===== src/rtl/inst_queue.sv =====
// Instruction queue between ifetch and decode.
// Buffers up to DEPTH fetched {inst, pc} pairs and hands them to decode in
// order with a valid/ready handshake. stall_o backpressures ifetch when full,
// and flush_i empties the queue in one cycle on a branch redirect.
// Optional feature (define IQ_BYPASS_EN): when the queue is empty, an
// incoming instruction is forwarded combinationally to decode.
module inst_queue #(
   parameter int unsigned WORD  = 32,
   parameter int unsigned ADDR  = 16,
   parameter int unsigned DEPTH = 4,
   parameter int unsigned CNTW  = 3
) (
   input  logic            clk,
   input  logic            rst,
   input  logic            v_i,
   input  logic [WORD-1:0] inst_i,
   input  logic [ADDR-1:0] pc_i,
   input  logic            flush_i,
   output logic            stall_o,
   output logic            v_o,
   output logic [WORD-1:0] inst_o,
   output logic [ADDR-1:0] pc_o,
   input  logic            ready_i,
   output logic [CNTW-1:0] count_o
);

   localparam int unsigned IDXW = CNTW - 1;

   logic [WORD+ADDR-1:0] mem [DEPTH];
   logic [CNTW-1:0]      rp, wp;
   logic                 empty, full;
   logic                 push, pop;
   logic [WORD-1:0]      head_inst;
   logic [ADDR-1:0]      head_pc;

   // Occupancy flags from the wrap-flagged pointers
   always_comb begin
      empty = (rp == wp);
      full  = (rp[IDXW-1:0] == wp[IDXW-1:0]) && (rp[CNTW-1] != wp[CNTW-1]);
   end

   // Head entry read and handshake decode
   always_comb begin
      head_inst = mem[rp[IDXW-1:0]][WORD+ADDR-1:ADDR];
      head_pc   = mem[rp[IDXW-1:0]][ADDR-1:0];
      stall_o   = full;
      count_o   = wp - rp;
      // Only a stored entry can be popped; a bypassed beat never touches rp.
      pop       = !empty && ready_i && !flush_i;
`ifdef IQ_BYPASS_EN
      // A beat consumed straight from the input is not written.
      push      = v_i && !full && !flush_i && !(empty && ready_i);
      v_o       = !empty || (v_i && !flush_i);
      inst_o    = empty ? inst_i : head_inst;
      pc_o      = empty ? pc_i : head_pc;
`else
      push      = v_i && !full && !flush_i;
      v_o       = !empty;
      inst_o    = head_inst;
      pc_o      = head_pc;
`endif
   end

   // Entry storage; not reset, contents are qualified by the pointers
   always_ff @(posedge clk) begin
      if (push) begin
         mem[wp[IDXW-1:0]] <= {inst_i, pc_i};
      end
   end

   // Pointer update; flush wins over push and pop
   always_ff @(posedge clk or negedge rst) begin
      if (!rst) begin
         rp <= '0;
         wp <= '0;
      end else if (flush_i) begin
         rp <= '0;
         wp <= '0;
      end else begin
         if (push) wp <= wp + 1'b1;
         if (pop)  rp <= rp + 1'b1;
      end
   end

endmodule


===== config.mk =====
export PLATFORM = sky130hd
export DESIGN_NAME = inst_queue
export DESIGN_NICKNAME = d
export VERILOG_FILES = /design/src/rtl/inst_queue.sv
export SDC_FILE = /design/constraint.sdc
export NUM_CORES = 1
export LEC_CHECK = 0
export ABC_AREA = 1
export CAP_MARGIN = 20
export CORE_MARGIN = 3
export CORE_UTILIZATION = 45
export CTS_CLUSTER_DIAMETER = 80
export DETAILED_ROUTE_END_ITERATION = 16
export GPL_TIMING_DRIVEN = 0
export PLACE_DENSITY_LB_ADDON = 0.08
export SLEW_MARGIN = 20
export SYNTH_ARGS = -nofsm -noshare
export SYNTH_HDL_FRONTEND = slang
export SYNTH_SLANG_ARGS = --single-unit

===== constraint.sdc =====
create_clock -name clk -period 4.93 [get_ports clk]
set_clock_uncertainty 0.15 [all_clocks]
set_input_delay 0.986 -clock clk [delete_from_list [all_inputs] [get_ports clk]]
set_output_delay 0.986 -clock clk [all_outputs]
set_load 0.005 [all_outputs]

# [After elaboration in Yosys (flattened, before gate mapping)]
# Memories as Yosys holds them, arrays and structs flattened.
# Cells that the tools add are included.
[op_classes] add_sub_neg=3 n_eq_ne=3 n_mux=6 n_reduce_logical=10
[ops] op="3-bit two-way mux" n=4
[ops] op="3-bit by 1-bit adder with 3-bit output, second input constant" n=2
[ops] op="1-bit logical AND" n=5
[ops] op="2-bit nonzero test" n=2
[ops] op="3-bit == test" n=1
[ops] op="1-bit logical NOT" n=3
[ops] op="3-bit subtractor" n=1
[ops] op="2-bit == test" n=1
[ops] op="1-bit two-way mux" n=2
[ops] op="1-bit inequality test" n=1
[totals] ff_bits=6 mem_bits_rw=192 input_bits=53 output_inout_bits=53 elab_cells=25 mem_count=1
[mem_list] name="mem" words=4 word_bits=48 read_ports=1 rd_clocked_by_memory_dff=0 wr=1 line_no="29" rtl="logic [WORD+ADDR-1:0] mem [DEPTH];"

# [Logic depth before layout (Yosys ltp)]
# Gate-level depths: netlist of the first run.
[depth] depth_word=7 mapped_depth=10 ltp_nobuf=8

# [Worst setup path after synthesis of the first run]
# No wires, ideal clock.
[synth_timing] path_type="reg2reg" startpoint="register rp[1]" endpoint="memory mem[0][0] (netlist name) (enable)" setup_time_ns=0.454 arrival_ns=3.421 required_time_ns=4.326 slack_ns=0.905 path_stages_with_launch=10 path_buffers=2 synth_period_minus_slack_ns=4.025 cell_sequence="dfrtp_1 -> inv_2 -> buf_4 -> buf_6 -> ha_1 -> nand2_1 -> inv_1 -> nand3_2 -> nand3_1 -> nor2_1"
[synth_via] elab_chain_len=7
[synth_rtl] element="start, declared" line_no="30" rtl="logic [CNTW-1:0] rp, wp;"
[synth_rtl] element="start signal, assigned" line_no="81" rtl="if (pop) rp <= rp + 1'b1;"
[synth_rtl] element="2-bit == test" line_no="39" rtl="full = (rp[IDXW-1:0] == wp[IDXW-1:0]) && (rp[CNTW-1] != wp[CNTW-1]);"
[synth_rtl] element="1-bit logical AND" line_no="39"
[synth_rtl] element="1-bit logical NOT" line_no="57" rtl="push = v_i && !full && !flush_i;"
[synth_rtl] element="1-bit logical AND (2 in a row)" line_no="57"
[synth_rtl] element="1-bit two-way mux" line_no="66" rtl="if (push) begin"
[synth_rtl] element="1-bit two-way mux (not written as such)" line_no="67" rtl="mem[wp[IDXW-1:0]] <= {inst_i, pc_i};"
[synth_rtl] element="end, declared" line_no="29"
# No other way between the ends.

# [Worst setup path after layout of the first run]
[layout_timing] startpoint="register rp[1]" endpoint="output port stall_o"
[layout_via] elab_chain_len=2
[layout_rtl] element="2-bit == test" line_no="39"
[layout_rtl] element="1-bit logical AND" line_no="39"
[layout_rtl] element="end, declared" line_no="19" rtl="output logic stall_o,"
# No other way between the ends.

==> results by stage, run 1 <==
Min path:
- The startpoint identified for the worst hold timing path is wp[0]$_DFFE_PN0P_.
- The worst hold path belongs to the class reg -> reg.

Floorplan:
- In this run the vertical extent of the chip is 137 µm.
- The width of the die is 137 µm.
- The top-level I/O count is 106.
- The initial standard-cell utilization of the core is 0.463.
- The die covers 18800 µm².
- The standard cell core area is 16700 µm².
- The initialized floorplan defines 47 standard-cell rows.

Clocking:
- The number of clock buffers added by TritonCTS is 17.
- In this run the clock root is driven by a sky130_fd_sc_hd__clkbuf_16.
- The number of setup buffers added after CTS is 0.
- The number of hold buffers added after CTS was 0.
- The number of gates resized after cts is 0.
- The TritonCTS clock tree is done.
- Clock latency on the worst-skew pair, taken at its later pin, is 430 ps.
- The clock sink count is 198.
- The number of levels in the clock H-tree is 4.
- After clock tree synthesis, the clock-pin slew on the worst setup and hold paths is 70 ps.
- The maximum count of clock buffers along a single path is 2.

Yosys:
- Of the total synthesized cell area, the portion taken by XOR and XNOR cells is 0.00113.
- The complex-gate fraction of the synthesized area is 0.109.
- The number of nets handed over by synthesis was 595.
- The largest family of logic cells by synthesized area is compound AO/OA/AOI/OAI gates.
- The post-synthesis area per instance is 14.5 µm².
- The cell area that synthesis handed to floorplanning was 7720 µm².
- The arithmetic-cell share of the synthesized area counting full adders, half adders and majority gates is 0.0139.
- The post-synthesis mux area share is 0.
- In this run, synthesis produced a sequential element count of 198.
- The count of cell types in the netlist is 25.
- Yosys printed 0 warnings.
- Synthesis produced 534 cells.
- For this run, the register share of the synthesized area comes to 0.766.
- Of the total synthesized cell area, the portion taken by AND, OR, NAND and NOR gates is 0.0735.

Global route:
- In the global route stage, overall resource usage came out at 0.191.
- The wire length of the first global-routing pass is 26500 µm.
- The maximum number of pins on one net before global-route repair is 22.
- The number of global-route vias before repair is 4718.
- Summed over all layers, the global routing overflow is 0.
- The number of antenna violations at the first check in global routing is 0.

Critical path:
- The most frequent cell on the critical path is sky130_fd_sc_hd__inv_1.
- The critical path launch point type is a flip-flop.
- Tracing the worst setup path back leads to its startpoint at rp[1]$_DFFE_PN0P_.
- The biggest fanout along the worst timing path is 10.
- In this run the critical register-to-register path is launched from rp[1]$_DFFE_PN0P_.
- The type of the worst setup path is reg -> out.
- The cell with the biggest individual delay on the critical path is sky130_fd_sc_hd__dfrtp_1.
- On the worst path, the slowest cell contributes a delay of 540 ps.
- For the worst setup path, the data required time is 3790 ps.
- The arrival time at the worst endpoint is 2550 ps.
- STA classifies the critical path endpoint as a primary output.
- Walking the worst path, the cells encountered are inv_2 -> buf_4 -> buf_6 -> ha_1 -> nand2_1 -> inv_1 -> nand3_2 -> inv_1 -> clkdlybuf4s50_1.

STA:
- In the finished design, the share of the clock period the worst path needs comes to 0.749.
- For this run, the top clock speed supported by timing is 271 MHz.
- The number of endpoints with negative hold slack in the final report is 0.
- The count of pins over their slew limit is 0.
- The relative slew slack is 0.516.
- At the pin with the least slew margin, the transition time is 724 ps.
- In the final timing run, aggregate negative setup slack is 0 ps.
- Setup violations remaining at the end of the flow were counted as 0.
- The worst path in the final design needs a cycle of 3690 ps, including I/O delays and setup.
- Setup repair after global routing left no endpoint under its margin.

Detailed routing:
- The per-cell via count in the routed design is 5.33.
- The routed wire length on met3 is 953 µm.
- The via count of the routed design is 4783.
- The DRC violation count after routing is 0.
- Summed over all layers, the routed wires come to 17500 µm.
- The number of violations reported at the end of detailed-routing iteration 0 is 325.
- The number of antenna-violating nets in the routed design is 0.
- The detailed-routing wirelength on met1 is 7690 µm.
- The routed wire length per instance is 19.5 µm.
- Summed over all nets, wire length on met2 after detailed routing comes to 8670 µm.
- The uppermost layer routed is met4.
- The first-pass detailed-route iteration total is 5.

Placed design:
- The count of buffers inserted at the top-level ports is 105.
- The area of placed instances is 9280 µm².
- The routability congestion estimate is 0.742.
- The HPWL after detailed placement is 11000 µm.

Pwr:
- The power density of the placed cells is 403 nW/µm².
- The leakage power summed over all cells is 3.38 nW.
- The total chip power is 0.00396 W.
- The peak supply drop is 0.000268 V.

Layout:
- Counting the fill cells in the layout gives 1317.
- The finished cells cover 9840 µm².
- Of the cells placed in the final design, the portion with a size suffix greater than 1 is 0.134.
- The number of antenna diodes in the final layout is 0.
- The top cell types in the final layout, fill and taps aside, are sky130_fd_sc_hd__edfxtp_1, sky130_fd_sc_hd__clkdlybuf4s50_1, sky130_fd_sc_hd__o21ai_0.
- The most common cell after layout, fill and taps aside is sky130_fd_sc_hd__edfxtp_1.
- In the final design database the tool counted 727 nets.
- The layout-stage area growth over the synthesis result is 27.4%.

Flow run:
- The number of max-cap violations is 0.

Run status:
- The flow ran to the end, and the final reports show no timing, DRC or antenna violations.
==> path summary, 6_finish.rpt <==
kind | endpoint | slack, ps | cells after the start
hold reg to reg | wp[0]$_DFFE_PN0P_ | 420 | 2
hold / removal | wp[0]$_DFFE_PN0P_ | 420 | 2
setup reg to reg | mem[3][19]$_DFFE_PP_ | 1510 | 11
max in group asynchronous | rp[1]$_DFFE_PN0P_ | 3720 | 1
setup / recovery | stall_o | 1240 | 9
min in group asynchronous | wp[0]$_DFFE_PN0P_ | 660 | 1
==> cell families after synthesis <==
kind of cell / after synthesis
AND/OR/NAND/NOR: 135
XOR/XNOR: 1
AO/OA/AOI/OAI: 144
flip-flops: 198
buffers and inverters: 48
adder cells (fa/ha/maj): 8
==> worst max-delay path, delay by kind of cell (launching register included) <==
kind,cells,cell delay (ps)
AND/OR/NAND/NOR,2,180
adder cells (fa/ha/maj),1,270
flip-flops,1,540
buffers and inverters,6,1120
==> cell type report <==
cell class,instances,area [µm²],share of cell area
Timing Repair Buffer,113,1250,0.127
Inverter,16,65.1,0.00661
Clock buffer,18,429,0.0436
Tap cell,220,275,0.0280
Multi-Input combinational cell,288,1560,0.158
Buffer,32,216,0.0220
Sequential cell,198,5920,0.601
Clock inverter,13,133,0.0135
==> report_power, final <==
| part | switching (W) | internal (W) |
|---|---|---|
| registers | 0.0000134 | 0.00189 |
| clock network | 0.000592 | 0.000742 |
| logic | 0.000372 | 0.000352 |
==> state kept, by name (all words and copies together), names as in the netlist <==
name / count
mem: 192
wp: 3
rp: 3
==> per-stage QoR <==
step                worst slack (ps)  hold WS [ps]  instances  utilization
floorplan                        905           373        534            -
global placement               -1270           397        859        0.542
detailed placement              1410           411        867        0.556
CTS                             1180           427        898        0.589
global route                    1080           461        898        0.589
finish                          1240           418        898        0.589
==> layer usage <==
metal  GRT usage  vias to the layer above
met5           0                        -
met4      0.0493                        0
met3      0.0430                       12
met2       0.310                      147
met1       0.264                     2363
li1            -                     2261
==> cells in the mapped netlist <==
master | instances | share of area
sky130_fd_sc_hd__nand2_1 | 18 | 0.0087
sky130_fd_sc_hd__inv_2 | 2 | 0.00097
sky130_fd_sc_hd__o22ai_2 | 10 | 0.016
sky130_fd_sc_hd__nor2_2 | 10 | 0.0081
sky130_fd_sc_hd__buf_4 | 5 | 0.0049
sky130_fd_sc_hd__nor2_1 | 92 | 0.045
sky130_fd_sc_hd__o21ai_1 | 6 | 0.0039
sky130_fd_sc_hd__buf_6 | 5 | 0.0073
sky130_fd_sc_hd__buf_1 | 1 | 0.00049
sky130_fd_sc_hd__fa_1 | 1 | 0.0026
sky130_fd_sc_hd__o22ai_1 | 38 | 0.031
sky130_fd_sc_hd__edfxtp_1 | 192 | 0.75
sky130_fd_sc_hd__inv_1 | 13 | 0.0063
sky130_fd_sc_hd__buf_2 | 9 | 0.0058
sky130_fd_sc_hd__o21ai_0 | 90 | 0.058
sky130_fd_sc_hd__xor2_1 | 1 | 0.0011
sky130_fd_sc_hd__clkbuf_2 | 5 | 0.0032
sky130_fd_sc_hd__nand3_1 | 7 | 0.0045
sky130_fd_sc_hd__clkbuf_1 | 5 | 0.0024
sky130_fd_sc_hd__nand4_1 | 6 | 0.0049
sky130_fd_sc_hd__buf_8 | 2 | 0.0039
sky130_fd_sc_hd__dfrtp_1 | 6 | 0.019
sky130_fd_sc_hd__inv_6 | 1 | 0.0011
sky130_fd_sc_hd__nand3_2 | 2 | 0.0026
sky130_fd_sc_hd__ha_1 | 7 | 0.011
No activity file was read; power rests on OpenSTA's default activity.
==> inputs of run 2 (changes only) <==
==> constraint.sdc (replaced) <==
create_clock -name clk -period 3.4 [get_ports clk]
set_clock_uncertainty 0.15 [all_clocks]
set_input_delay 0.68 -clock clk [delete_from_list [all_inputs] [get_ports clk]]
set_output_delay 0.68 -clock clk [all_outputs]
set_load 0.005 [all_outputs]
==> run 2 against run 1 <==
Effect of this change: die area unchanged; register-to-register slack got worse by 1300 ps; global-route usage about the same; sequential share of layout area decreased by 0.086 points; via count increased by 0.65%; wire length decreased by 0.17%.
==> results by stage, run 2 (synthesis gave the netlist of run 1 again) <==
Floorplan:
- After floorplanning, the core was divided into 47 placement rows.
- The width of the die is 137 µm.
- The standard cell core area is 16700 µm².
- The die covers 18800 µm².
- For this configuration, the core starts out at a cell density of 0.463.
- The top-level I/O count is 106.
- From bottom edge to top edge, the die measures 137 µm.

Detailed routing:
- The count of nets left with antenna violations once routing finished came out at 0.
- The per-cell via count in the routed design is 5.35.
- Wires add up to 17500 µm.
- After the first detailed-routing iteration, the DRC count stood at 378.
- The routed wire length per instance is 19.4 µm.
- The DRC violation count after routing is 0.
- The via count of the routed design is 4814.
- The first-pass detailed-route iteration total is 5.

Critical path:
- In this run the worst setup path begins at rp[1]$_DFFE_PN0P_.
- The critical path data required time is 2570 ps.
- The arrival time at the worst endpoint is 2430 ps.
- The delay contributed by the slowest stage of the critical path is 500 ps.
- The cell count along the critical path is 9.
- The setup check on the worst reg-to-reg path leaves a slack of 210 ps.
- The worst register-to-register path ends at mem[1][22]$_DFFE_PP_.
- In this run the worst path has a maximum fanout of 10.
- For the worst flop-to-flop path, the logic depth is 11.
- The critical path launch point type is a flip-flop.
- Counting stages on the worst path, the most repeated cell is sky130_fd_sc_hd__inv_1.
- Walking the worst path, the cells encountered are inv_2 -> buf_4 -> buf_6 -> ha_1 -> nand2_1 -> inv_1 -> nand3_2 -> inv_1 -> clkdlybuf4s50_1.
- The startpoint identified for the worst register-to-register timing path is rp[1]$_DFFE_PN0P_.
- The critical path is of the reg -> out type.
- Among all stages on the critical path, the largest delay is contributed by sky130_fd_sc_hd__clkdlybuf4s50_1.
- The critical path capture point is stall_o.
- The family with the most delay on the worst path is buffers and inverters.
- The category of the worst setup path capture point is a primary output.
- The critical path contains buffers and inverters numbering 6 combined.

Layout:
- The fraction of final layout cells sized beyond drive strength 1 is 0.138.
- After routing the design area is 9860 µm².
- The core utilization of the finished layout is 0.590.
- The layout-stage area growth over the synthesis result is 27.6%.
- In the layout the commonest cells are sky130_fd_sc_hd__edfxtp_1, sky130_fd_sc_hd__clkdlybuf4s50_1, sky130_fd_sc_hd__o21ai_0.
- Leaving out fill and tap cells, the most frequent cell in the layout is sky130_fd_sc_hd__edfxtp_1.
- The final antenna diode count is 0.
- The net count of the finished layout is 729.
- The number of flip-flops in the largest register is 192.

Run status:
- The flow ran to the end, and the final reports show no timing, DRC or antenna violations.

Clocking:
- The longest clock path from root to sink contains 2 buffers.
- The number of hold buffers added after CTS was 0.
- TritonCTS built the clock tree.
- Clock tree synthesis inserted a total of 17 buffers.
- At the later pin of the worst-skew pair, clock insertion delay measures 430 ps.
- CTS saw 198 sinks.
- The clock root buffer master is sky130_fd_sc_hd__clkbuf_16.
- The number of levels in the clock H-tree is 4.
- The clock transition at the registers of the reported paths is 70 ps.

Global route:
- Entering global routing, the biggest net connects 22 pins.
- The number of antenna violations at the first check in global routing is 0.
- The total overflow left after global routing is 0.
- The global router's overall resource usage is 0.192.
- The first global-routing pass estimated 26500 µm of wire.
- The number of global-route vias before repair is 4729.

STA:
- For this run, the top clock speed supported by timing is 306 MHz.
- The worst hold slack is 359 ps.
- The number of endpoints with negative hold slack in the final report came to 0.
- In the finished design, the share of the clock period the worst path needs comes to 0.960.
- The slew of the pin with the lowest slew margin is 559 ps.
- The relative slew slack is 0.627.
- The final-report setup violation count is 0.
- The count of pins over their slew limit is 0.
- Setup repair after global routing left no endpoint under its margin.
- Counting I/O delays and the setup requirement, the final critical path takes 3260 ps.

Pwr:
- Across the VDD grid, the largest voltage drop is 0.000390 V.
- The leakage power summed over all cells is 3.39 nW.
- Dividing total power by cell area gives a power density of 583 nW/µm².

Placed design:
- The HPWL after detailed placement is 11000 µm.
- Routability-driven placement finished with a final weighted congestion of 0.742.
- Once placement finished, the instance area stood at 9280 µm².
- The count of buffers added on input and output ports is 105.

Min path:
- The type of the tightest min-delay check is in -> async.

Flow run:
- The number of max-cap violations is 0.
[run 2: changes by cell type in the layout (fill, tap and decap cells not counted), sizes merged]
cell  delta
buf      +2
[run 2: worst min-delay path by stage]
| stage | start | to | slack [ps] | cells past startpoint |
|---|---|---|---|---|
| finish | rst | wp[0]$_DFFE_PN0P_ | 360 | 1 |
| global route | rst | wp[0]$_DFFE_PN0P_ | 370 | 1 |
| CTS | rst | wp[0]$_DFFE_PN0P_ | 350 | 1 |
| detailed placement | wp[0]$_DFFE_PN0P_ | wp[0]$_DFFE_PN0P_ | 410 | 2 |
| global placement | wp[0]$_DFFE_PN0P_ | wp[0]$_DFFE_PN0P_ | 400 | 2 |
| floorplan | rst | rp[0]$_DFFE_PN0P_ | 230 | 0 |
[run 2: final cells by class]
type	instances	area, µm²
multi-input combinational	288	1560
clock buffer	18	429
buffer	32	216
timing repair buffer	115	1260
tap	220	275
clock inverter	13	133
sequential	198	5920
fill	1315	6840
inverter	16	65.1
[run 2: stage by stage]
step           total power (W)  cells  TNS [ps]  worst slack [ps]
5_1_grt                0.00598    900         0              4.70
2_1_floorplan          0.00328    534   -120040              -625
3_5_place_dp           0.00387    867     -1700              -102
3_3_place_gp           0.00385    859   -517320             -2790
6_report               0.00574    900         0               137
4_1_cts                0.00579    899         0              75.1
[run 2: power by group]
| group | internal, W | switching, W |
|---|---|---|
| Sequential | 0.00274 | 0.0000192 |
| Combinational | 0.000511 | 0.000538 |
| Clock | 0.00108 | 0.000856 |
| Total | 0.00433 | 0.00141 |
[run 2: metal layers]
layer	share of wire	routed length [µm]	GRT usage	up-vias
met5	0	0	0	-
met4	0.010	181	0.0504	0
met3	0.049	862	0.0434	14
met2	0.50	8650	0.311	137
met1	0.44	7770	0.264	2402
li1	-	-	-	2261
[run 2: what timing repair did]
item | 4_1_cts | 5_1_grt
endpoints found under the setup margin | 18 | 2
resized for setup | 1 | 0
pin swaps | 1 | 0
buffers inserted | 1 | 1
cloned | 0 | 0
==> inputs of run 3 (changes only) <==
--- a/config.mk
+++ b/config.mk
@@ -9,6 +9,7 @@
 export CAP_MARGIN = 20
 export CORE_MARGIN = 3
 export CORE_UTILIZATION = 45
+export CTS_BUF_LIST = sky130_fd_sc_hd__clkbuf_16
 export CTS_CLUSTER_DIAMETER = 80
 export DETAILED_ROUTE_END_ITERATION = 16
 export GPL_TIMING_DRIVEN = 0
==> run 3 against run 2 <==
Effect of this change: clock power hardly changed; design area stayed put; die area stayed put; sequential cell count stayed put; critical endpoint unchanged; largest cell class unchanged.
==> results by stage, run 3 (synthesis gave the netlist of run 1 again) <==
Floorplan:
- The top-level I/O count is 106.
- The die covers 18800 µm².
- The standard cell core area is 16700 µm².
- The initial utilization of the core area, before any placement, comes to 0.463.
- Measured along the x axis, the die boundary spans 137 µm.
- The die span in y is 137 µm.
- The number of cell rows is 47.

Clocking:
- The number of levels in the clock H-tree is 4.
- The longest clock path from root to sink contains 2 buffers.
- The clock sink count is 198.
- The TritonCTS clock tree is done.
- The clock transition at the registers of the reported paths is 70 ps.
- At the later pin of the worst-skew pair, clock insertion delay measures 430 ps.
- Clock tree synthesis selected as its root buffer the cell sky130_fd_sc_hd__clkbuf_16.
- The number of hold buffers added after CTS was 0.
- The number of buffers inserted during clock tree synthesis is 17.

Layout:
- The library cell used most frequently in the layout, excluding fill and tap cells, is sky130_fd_sc_hd__edfxtp_1.
- Once layout is complete, the utilization of the core stands at 0.590.
- The final non-filler cell total is 900.
- The register with the most flip-flops in the layout has 192 of them.
- After routing the design area is 9860 µm².
- The net count of the finished layout is 729.
- The layout-stage area growth over the synthesis result is 27.6%.
- The repair_antennas step left the layout with diodes totalling 0.
- The fraction of final layout cells sized beyond drive strength 1 is 0.138.
- In the layout the commonest cells are sky130_fd_sc_hd__edfxtp_1, sky130_fd_sc_hd__clkdlybuf4s50_1, sky130_fd_sc_hd__o21ai_0.

Pwr:
- The internal portion of the total power is 0.00433 W.
- The register share of total power is 0.481.
- Summed over all cells, the static leakage comes to 3.39 nW.
- The relative contribution of combinational cells to total power is 0.183.
- The power density of the placed cells is 583 nW/µm².
- Of the total power, the share spent switching nets is 0.246.
- IR analysis of the VDD net gives a maximum drop of 0.000390 V.
- The portion of total power attributed to the clock network is 0.336.
- In this run the power spent charging and discharging nets is 0.00141 W.

Min path:
- The min-delay analysis places its worst path in the category in -> async.

Critical path:
- The type of the worst setup path is reg -> out.
- The critical path capture point is stall_o.
- Grouping stages by cell kind, the critical path spends the most delay in buffers and inverters.
- The worst setup path is captured at a primary output.
- The worst reg2reg path startpoint is rp[1]$_DFFE_PN0P_.
- The critical path data required time is 2570 ps.
- Traced cell by cell, the critical path runs through inv_2 -> buf_4 -> buf_6 -> ha_1 -> nand2_1 -> inv_1 -> nand3_2 -> inv_1 -> clkdlybuf4s50_1.
- In this run the worst path has a maximum fanout of 10.
- For this run, the slowest stage of the critical path takes 500 ps.
- Together, buffers and inverters on the worst path number 6.
- The cell with the biggest individual delay on the critical path is sky130_fd_sc_hd__clkdlybuf4s50_1.
- Measured in cells, the most critical reg-to-reg path has a length of 11.
- Tracing the worst setup path back leads to its startpoint at rp[1]$_DFFE_PN0P_.
- In this run the register-to-register setup slack is 210 ps.
- The critical path launch point type is a flip-flop.
- The arrival time at the worst endpoint is 2430 ps.
- The reg-to-reg critical path endpoint is mem[1][22]$_DFFE_PP_.
- The most frequent cell on the critical path is sky130_fd_sc_hd__inv_1.
- Counting buffers and inverters, the worst setup path is 9 cells deep.

STA:
- Setup repair after global routing left no endpoint under its margin.
- The worst pin sits at a relative slew slack of 0.627.
- The final period utilization is 0.960.
- In the final timing run, aggregate negative setup slack is 0 ps.
- Static timing analysis puts the maximum clock frequency at 306 MHz.
- The count of pins over their slew limit is 0.
- The number of endpoints with negative hold slack in the final report came to 0.
- For the pin with the worst max-slew slack, the measured transition is 559 ps.
- The final-report setup violation count is 0.
- For the finished layout, the period the worst path requires is 3260 ps.

Global route:
- The wire length of the first global-routing pass is 26500 µm.
- Entering global routing, the biggest net connects 22 pins.
- The number of global-route vias before repair is 4729.
- In the global route stage, overall resource usage came out at 0.192.
- The number of antenna violations at the first check in global routing is 0.
- The global-route congestion overflow total is 0.

Run status:
- The flow ran to the end, and the final reports show no timing, DRC or antenna violations.

Placed design:
- After detailed placement, the design holds a cell count of 867.
- The routability congestion estimate is 0.742.
- Once placement finished, the instance area stood at 9280 µm².
- The HPWL after detailed placement is 11000 µm.
- The count of buffers inserted at the top-level ports is 105.

Detailed routing:
- The number of antenna-violating nets in the routed design is 0.
- The number of violations reported at the end of detailed-routing iteration 0 is 378.
- The final route contains 4814 vias.
- The DRC violation count after routing is 0.
- The first detailed-routing pass took 5 iterations.
- The wire length reported by the detailed router is 17500 µm.
- Using the TritonRoute via totals, the vias-per-cell ratio works out to 5.35.
- After detailed routing, the average wire length per cell comes to 19.4 µm.

Flow run:
- The number of max-cap violations is 0.
run 3: changes by cell type in the layout (fill, tap and decap cells not counted), sizes merged:
cell	change
clkbuf	-1
inv	+1
run 3: area by class of cell:
class / count / area, µm²
Buffer: 32 / 216
Clock buffer: 17 / 425
Clock inverter: 14 / 136
Fill cell: 1315 / 6840
Inverter: 16 / 65.1
Multi-Input combinational cell: 288 / 1560
Sequential cell: 198 / 5920
Tap cell: 220 / 275
Timing Repair Buffer: 115 / 1260
run 3: metrics by stage:
step                      hold slack, ps  setup slack [ps]  power [W]
after floorplan                      234              -625    0.00328
after global placement               397             -2790    0.00385
after detailed placement             411              -102    0.00387
after CTS                            348              75.1    0.00579
after global routing                 367              4.70    0.00597
final                                359               137    0.00574
run 3: worst min path at each step:
stage / startpoint / end / cells after the start
after global placement: wp[0]$_DFFE_PN0P_ / wp[0]$_DFFE_PN0P_ / 2
after detailed placement: wp[0]$_DFFE_PN0P_ / wp[0]$_DFFE_PN0P_ / 2
final: rst / wp[0]$_DFFE_PN0P_ / 1
after floorplan: rst / rp[0]$_DFFE_PN0P_ / 0
after global routing: rst / wp[0]$_DFFE_PN0P_ / 1
after CTS: rst / wp[0]$_DFFE_PN0P_ / 1
run 3: what timing repair did:
item | CTS | global route
setup buffers | 1 | 1
pin swaps | 1 | 0
endpoints found under the setup margin | 18 | 2
gates resized for setup | 1 | 0
run 3: per-layer routing:
| layer | up-vias | part of all wire | routed length, µm | track usage |
|---|---|---|---|---|
| met5 | - | 0 | 0 | 0 |
| li1 | 2261 | - | - | - |
| met4 | 0 | 0.010 | 181 | 0.0504 |
| met2 | 137 | 0.50 | 8650 | 0.311 |
| met1 | 2402 | 0.44 | 7770 | 0.264 |
| met3 | 14 | 0.049 | 862 | 0.0434 |
run 3: power groups by stage:
stage | logic [W] | registers [W] | clock network (W)
floorplan | 0.000467 | 0.00282 | 0
global placement | 0.00103 | 0.00282 | 0
detailed placement | 0.00106 | 0.00282 | 0
CTS | 0.00106 | 0.00276 | 0.00196
global route | 0.00114 | 0.00277 | 0.00207
finish | 0.00105 | 0.00276 | 0.00193
